===== config.mk =====
export PLATFORM = sky130hd
export DESIGN_NAME = pbus_master
export DESIGN_NICKNAME = d
export VERILOG_FILES = /design/src/rtl/pbus_master_pkg.sv /design/src/rtl/pbus_master.sv
export SDC_FILE = /design/constraint.sdc
export NUM_CORES = 1
export LEC_CHECK = 0
export BUFFER_PORTS_ARGS = -buffer_cell sky130_fd_sc_hd__buf_2
export CAP_MARGIN = 20
export CORE_MARGIN = 5
export CORE_UTILIZATION = 38
export CTS_BUF_LIST = sky130_fd_sc_hd__clkbuf_8
export CTS_CLUSTER_DIAMETER = 100
export DETAILED_ROUTE_END_ITERATION = 10
export MAX_ROUTING_LAYER = met4
export PLACE_DENSITY = 0.67
export SYNTH_ARGS = -nofsm -noshare
export SYNTH_HDL_FRONTEND = slang
export SYNTH_SLANG_ARGS = --single-unit

===== constraint.sdc =====
create_clock -name pbus_clk -period 2.2 [get_ports pbus_clk]
set_input_delay 0.11 -clock pbus_clk [delete_from_list [all_inputs] [get_ports pbus_clk]]
set_output_delay 0.11 -clock pbus_clk [all_outputs]
set_load 0.03 [all_outputs]

===== src/rtl/pbus_master_pkg.sv =====
// Shared definitions for the pbus initiator: bus widths, default timeout,
// FSM state encoding and the captured-response record.
package pbus_master_pkg;

  localparam int unsigned PBUS_AW              = 32;
  localparam int unsigned PBUS_DW              = 32;
  localparam int unsigned PBUS_TIMEOUT_DEFAULT = 255;

  // Transfer sequencing; IDLE must stay at encoding 0 so reset lands there.
  typedef enum logic [1:0] {
    ST_IDLE   = 2'd0,
    ST_SETUP  = 2'd1,
    ST_ACCESS = 2'd2,
    ST_RESP   = 2'd3
  } pbus_state_e;

  // Outcome of one transfer, held unchanged while the response is offered.
  typedef struct packed {
    logic [PBUS_DW-1:0] rdata;
    logic               slverr;
    logic               timeout;
  } pbus_rsp_t;

endpackage


===== src/rtl/pbus_master.sv =====
// pbus initiator: takes one register command at a time, runs a SETUP/ACCESS
// transfer on the peripheral bus, waits for ready (with optional timeout) and
// offers the read data / error status on a valid/ready response port.
module pbus_master
  import pbus_master_pkg::*;
#(
  parameter int unsigned TIMEOUT_CYCLES = PBUS_TIMEOUT_DEFAULT,
  parameter int unsigned TO_W           = 8
) (
  input  logic               pbus_clk,
  input  logic               pbus_rst_n,
  // command port
  input  logic               cmd_valid_i,
  output logic               cmd_ready_o,
  input  logic               cmd_write_i,
  input  logic [PBUS_AW-1:0] cmd_addr_i,
  input  logic [PBUS_DW-1:0] cmd_wdata_i,
  // response port
  output logic               rsp_valid_o,
  input  logic               rsp_ready_i,
  output logic [PBUS_DW-1:0] rsp_rdata_o,
  output logic               rsp_err_o,
  output logic               rsp_timeout_o,
  // pbus
  output logic [PBUS_AW-1:0] pbus_addr_o,
  output logic               pbus_write_o,
  output logic               pbus_sel_o,
  output logic               pbus_enable_o,
  output logic [PBUS_DW-1:0] pbus_wdata_o,
  input  logic [PBUS_DW-1:0] pbus_rdata_i,
  input  logic               pbus_ready_i,
  input  logic               pbus_slverr_i
);

  // A zero limit means "wait forever"; the compare is then never armed.
  localparam logic [TO_W-1:0] TO_LIMIT  = TO_W'(TIMEOUT_CYCLES);
  localparam bit              TO_ENABLE = (TIMEOUT_CYCLES != 0);

  pbus_state_e        r_state;
  pbus_state_e        w_state_nxt;
  logic               r_write;
  logic [PBUS_AW-1:0] r_addr;
  logic [PBUS_DW-1:0] r_wdata;
  pbus_rsp_t          r_rsp;
  logic [TO_W-1:0]    r_cnt;

  logic w_accept;
  logic w_done;
  logic w_expire;

  // Next-state decode plus the state-derived handshake and bus strobes.
  always_comb begin
    // NOTE: every output of this block gets a default first, so no path
    // through the case can leave one unassigned and infer a latch.
    w_state_nxt   = r_state;
    w_accept      = 1'b0;
    w_done        = 1'b0;
    w_expire      = 1'b0;
    cmd_ready_o   = 1'b0;
    rsp_valid_o   = 1'b0;
    pbus_sel_o    = 1'b0;
    pbus_enable_o = 1'b0;
    case (r_state)
      ST_IDLE: begin
        cmd_ready_o = 1'b1;
        if (cmd_valid_i) begin
          w_accept    = 1'b1;
          w_state_nxt = ST_SETUP;
        end
      end
      ST_SETUP: begin
        pbus_sel_o  = 1'b1;
        w_state_nxt = ST_ACCESS;
      end
      ST_ACCESS: begin
        pbus_sel_o    = 1'b1;
        pbus_enable_o = 1'b1;
        // Ready is checked first so a late slave still wins on the limit cycle.
        if (pbus_ready_i) begin
          w_done      = 1'b1;
          w_state_nxt = ST_RESP;
        end else if (TO_ENABLE && (r_cnt == TO_LIMIT)) begin
          w_expire    = 1'b1;
          w_state_nxt = ST_RESP;
        end
      end
      ST_RESP: begin
        rsp_valid_o = 1'b1;
        if (rsp_ready_i) begin
          w_state_nxt = ST_IDLE;
        end
      end
      default: w_state_nxt = ST_IDLE;
    endcase
  end

  // State register; an asynchronous reset abandons any transfer in flight.
  always_ff @(posedge pbus_clk or negedge pbus_rst_n) begin
    // NOTE: sequential state is always updated with <= so every register
    // samples pre-edge values regardless of block evaluation order.
    if (!pbus_rst_n) begin
      r_state <= ST_IDLE;
    end else begin
      r_state <= w_state_nxt;
    end
  end

  // Command capture at the accept edge; bus drives from these until the next accept.
  always_ff @(posedge pbus_clk or negedge pbus_rst_n) begin
    // NOTE: the address/data registers are reset as well, because they drive
    // bus pins that must read 0 straight out of reset.
    if (!pbus_rst_n) begin
      r_write <= 1'b0;
      r_addr  <= '0;
      r_wdata <= '0;
    end else if (w_accept) begin
      r_write <= cmd_write_i;
      r_addr  <= cmd_addr_i;
      r_wdata <= cmd_wdata_i;
    end
  end

  // Response capture: slave result on ready, forced error on timeout, cleared on accept.
  always_ff @(posedge pbus_clk or negedge pbus_rst_n) begin
    if (!pbus_rst_n) begin
      r_rsp <= '0;
    end else if (w_accept) begin
      r_rsp <= '0;
    end else if (w_done) begin
      r_rsp.rdata   <= r_write ? '0 : pbus_rdata_i;
      r_rsp.slverr  <= pbus_slverr_i;
      r_rsp.timeout <= 1'b0;
    end else if (w_expire) begin
      r_rsp.rdata   <= '0;
      r_rsp.slverr  <= 1'b0;
      r_rsp.timeout <= 1'b1;
    end
  end

  // Wait-state counter: counts ACCESS cycles without ready, cleared when the response is taken.
  always_ff @(posedge pbus_clk or negedge pbus_rst_n) begin
    if (!pbus_rst_n) begin
      r_cnt <= '0;
    end else if (w_accept) begin
      r_cnt <= '0;
    end else if ((r_state == ST_ACCESS) && !pbus_ready_i) begin
      r_cnt <= r_cnt + TO_W'(1);
    end else if ((r_state == ST_RESP) && rsp_ready_i) begin
      r_cnt <= '0;
    end
  end

  assign pbus_addr_o   = r_addr;
  assign pbus_write_o  = r_write;
  assign pbus_wdata_o  = r_wdata;
  assign rsp_rdata_o   = r_rsp.rdata;
  assign rsp_timeout_o = r_rsp.timeout;
  assign rsp_err_o     = r_rsp.slverr | r_rsp.timeout;

endmodule


==> key figures <==
Worst hold path
  – Hold Path End: r_rsp[1]
  – Hold Crit Class: input port to flip-flop
  – Worst Hold Depth: 3
  – Worst Hold Launch: pbus_slverr_i

Worst setup path
  – Reg-to-Reg Start: r_state[0]
  – Setup CP Type: flip-flop to flip-flop
  – Buffers and inverters on the worst path: 2
  – R2R Setup Slk: 210 ps
  – Worst Path Required: 2450 ps
  – Reg2Reg Depth: 6
  – CP arrival: 2240 ps
  – Critical Path Max Stage Delay: 410 ps
  – Crit-path leading delay family: buffers and inverters
  – Crit-path cells: inv_1, ha_1, and2_4, buf_4, nor2_1, mux2_2
  – Crit-path max FO: 39
  – R2R Path End: r_cnt[0]
  – Worst path slowest cell: dfrtp_1
  – Setup crit start kind: flip-flop
  – CP endpoint kind: flip-flop

Power and ir drop
  – Static Leak: 3.68 nW
  – Power, Total: 9.27 mW
  – Sequential power share: 36.4%
  – Peak supply drop: 0.640 mV
  – Comb power frac: 51.9%
  – Internal Dissipation: 4.83 mW
  – Clock power frac: 11.6%
  – Sw Share: 47.9%
  – P_sw: 4.44 mW
  – Power Dens Cells: 1400 nW/um^2

Drt
  – WL met1: 5610 microns
  – Starting DRT DRC Count: 253
  – Max Used Layer: met4
  – Post-DRT Antenna Nets: 0
  – Routed vias: 4123
  – Drt drc: 0
  – Vias per cell: 4.77
  – DR WL/cell: 15.6 microns
  – TritonRoute pass-1 iters: 4
  – Met3 wire len: 802 microns
  – Met2 WL: 6760 microns
  – Final wirelength: 13400 microns

Final layout
  – Fin area: 6600 sq um
  – Fraction of layout cells with a size suffix above 1: 32.9%
  – Most frequent cells in the layout: buf_2 (204), nand2_1 (200), dfrtp_1 (109)
  – Final core utilization: 57.1%
  – Commonest non-fill, non-tap cell in the layout: buf_2
  – Nets@finish: 826
  – Area Overhead vs Synth: 45.7%
  – Ant diodes: 0
  – Filler cells: 932

GRT
  – Initial antenna violation count: 0
  – Total Routing Usage GR: 19.5%
  – Global-route wire length before repair: 21900 microns
  – Grt ovf: 0
  – Number of global-route vias before repair: 4411
  – Pin count of the biggest net entering global routing: 45

STA
  – Slew Limit Fails: 0
  – Tightest Pin Transition: 581 ps
  – Hold Violations, Final: 0
  – Fin crit share: 90.6%
  – Fin crit period: 1990 ps
  – RSZ-0062 raised after global routing: no
  – # setup viols final: 0
  – Max Fclk: 0.502 GHz
  – Setup TNS: 0 ps
  – Max_slew headroom: 61.3%
  – Hold_ws: 32.4 ps
  – Post-Route Skew: 5.29 ps

Floorplan
  – Core area: 11600 sq um
  – Chip Height: 119 microns
  – Die X: 119 microns
  – Starting Density: 39.2%
  – Cell row count: 39
  – Die footprint: 14200 sq um
  – Io pins: 206

Clock network
  – Max clock buf depth: 2
  – H-tree levels: 3
  – # clock sinks: 109
  – CTS tree: done
  – Clk pin slew, worst setup/hold paths: 90 ps
  – Postcts setup bufs: 0
  – CTS Buf Count: 9
  – Clock Latency Late Sink: 360 ps
  – Clock root buffer: clkbuf_8

Logic synthesis
  – Register bit total from synthesis: 109
  – Gate Count Post-Synth: 451
  – Syn_area_per_cell: 10.1 sq um
  – Post-synthesis cell area: 4530 sq um
  – Sequential share of the synthesized area: 60.2%
  – Ys flop type: dfrtp_1
  – Post-synth top area share: 60.2%
  – Post-synth EDFFs: 0
  – Ys Warns: 0
  – Area leader, netlist: dfrtp_1
  – Count of cell types in the netlist: 35
  – Post-synth ARST share: 100%
  – Post-Syn Nets: 559
  – Top post-synthesis cells by area: dfrtp_1 (60%), nand2_1 (17%), a22o_1 (6.2%)

Job
  – Max-cap violations: 0

Placed design
  – Detailed placement HPWL: 8470 microns
  – Dpl cell area: 5430 sq um
  – Placer Congestion: 0.838
  – IO buf count: 205

Run status
  – Status: finished clean
Yosys cell counts (2+ instances only):
master,number
nor2_1,2
nor3_1,2
a21oi_1,3
buf_1,4
o21ai_0,9
buf_2,6
a22o_2,2
nand2_1,201
and3_1,3
nand3_1,4
buf_4,32
ha_1,5
mux2_2,2
dfrtp_1,109
a22o_1,32
inv_1,5
clkbuf_1,6
buf_6,7
logic make-up after synthesis:
group           share of synthesized area, %
compound gates                          9.33
xor+xnor                               0.193
fa+ha+maj                               1.38
buf+inv                                 8.94
flops                                   60.2
mux                                    0.718
simple gates                            19.3
how the worst max path moves through the flow:
stage                    start               to  slack (ps)  depth (start not counted)
floorplan           r_state[0]         r_cnt[0]         360                          6
global placement    r_state[0]   rsp_rdata_o[0]         130                          5
detailed placement  r_state[0]  rsp_rdata_o[31]          20                          5
CTS                 r_state[0]  rsp_rdata_o[31]          40                          5
global route        r_state[1]         r_cnt[5]          30                          7
finish              r_state[0]         r_cnt[0]         210                          6
cell type report:
type	count	area, sq um	area share (%)
tap	143	179	2.71
sequential	109	2730	41.3
clock buffer	11	151	2.29
timing repair buffer	311	2100	31.8
multi-input combinational	282	1410	21.3
inverter	5	18.8	0.284
clock inverter	3	15.0	0.227
metal layers:
layer / vias to the layer above / GRT usage (%)
li1: 1956 / -
met1: 1950 / 23.0
met2: 187 / 33.1
met3: 30 / 3.93
met4: 0 / 7.24
met5: - / -
tightest hold or removal path, cell delays in order:
cell	delay, ps
buf_2	100
nand3_1	70
a21oi_1	70
what timing repair did:
item	in CTS	in global routing
gates resized for setup	0	0
hold buffers	98	0
endpoints found under the hold margin	139	0
endpoints found under the setup margin	3	0
state kept, by name, indices dropped and copies added (netlist names):
signal,count
r_cnt,8
r_state,2
pbus_write_o,1
rsp_timeout_o,1
pbus_wdata_o,32
pbus_addr_o,32
r_rsp,1
rsp_rdata_o,32
power groups by stage:
stage / clock network, mW / registers [mW] / logic (mW)
floorplan: 0 / 4.43 / 2.58
global placement: 0 / 3.38 / 4.52
detailed placement: 0 / 3.37 / 4.66
CTS: 1.14 / 3.36 / 4.79
global route: 1.22 / 3.49 / 5.16
finish: 1.08 / 3.38 / 4.81
per-stage QoR:
stage,worst slack (ps),std cells
final,207,864
after global routing,32.4,864
after CTS,37.7,863
after detailed placement,17.7,751
after global placement,129,751
after floorplan,361,451
(Power assumes the default switching activity.)
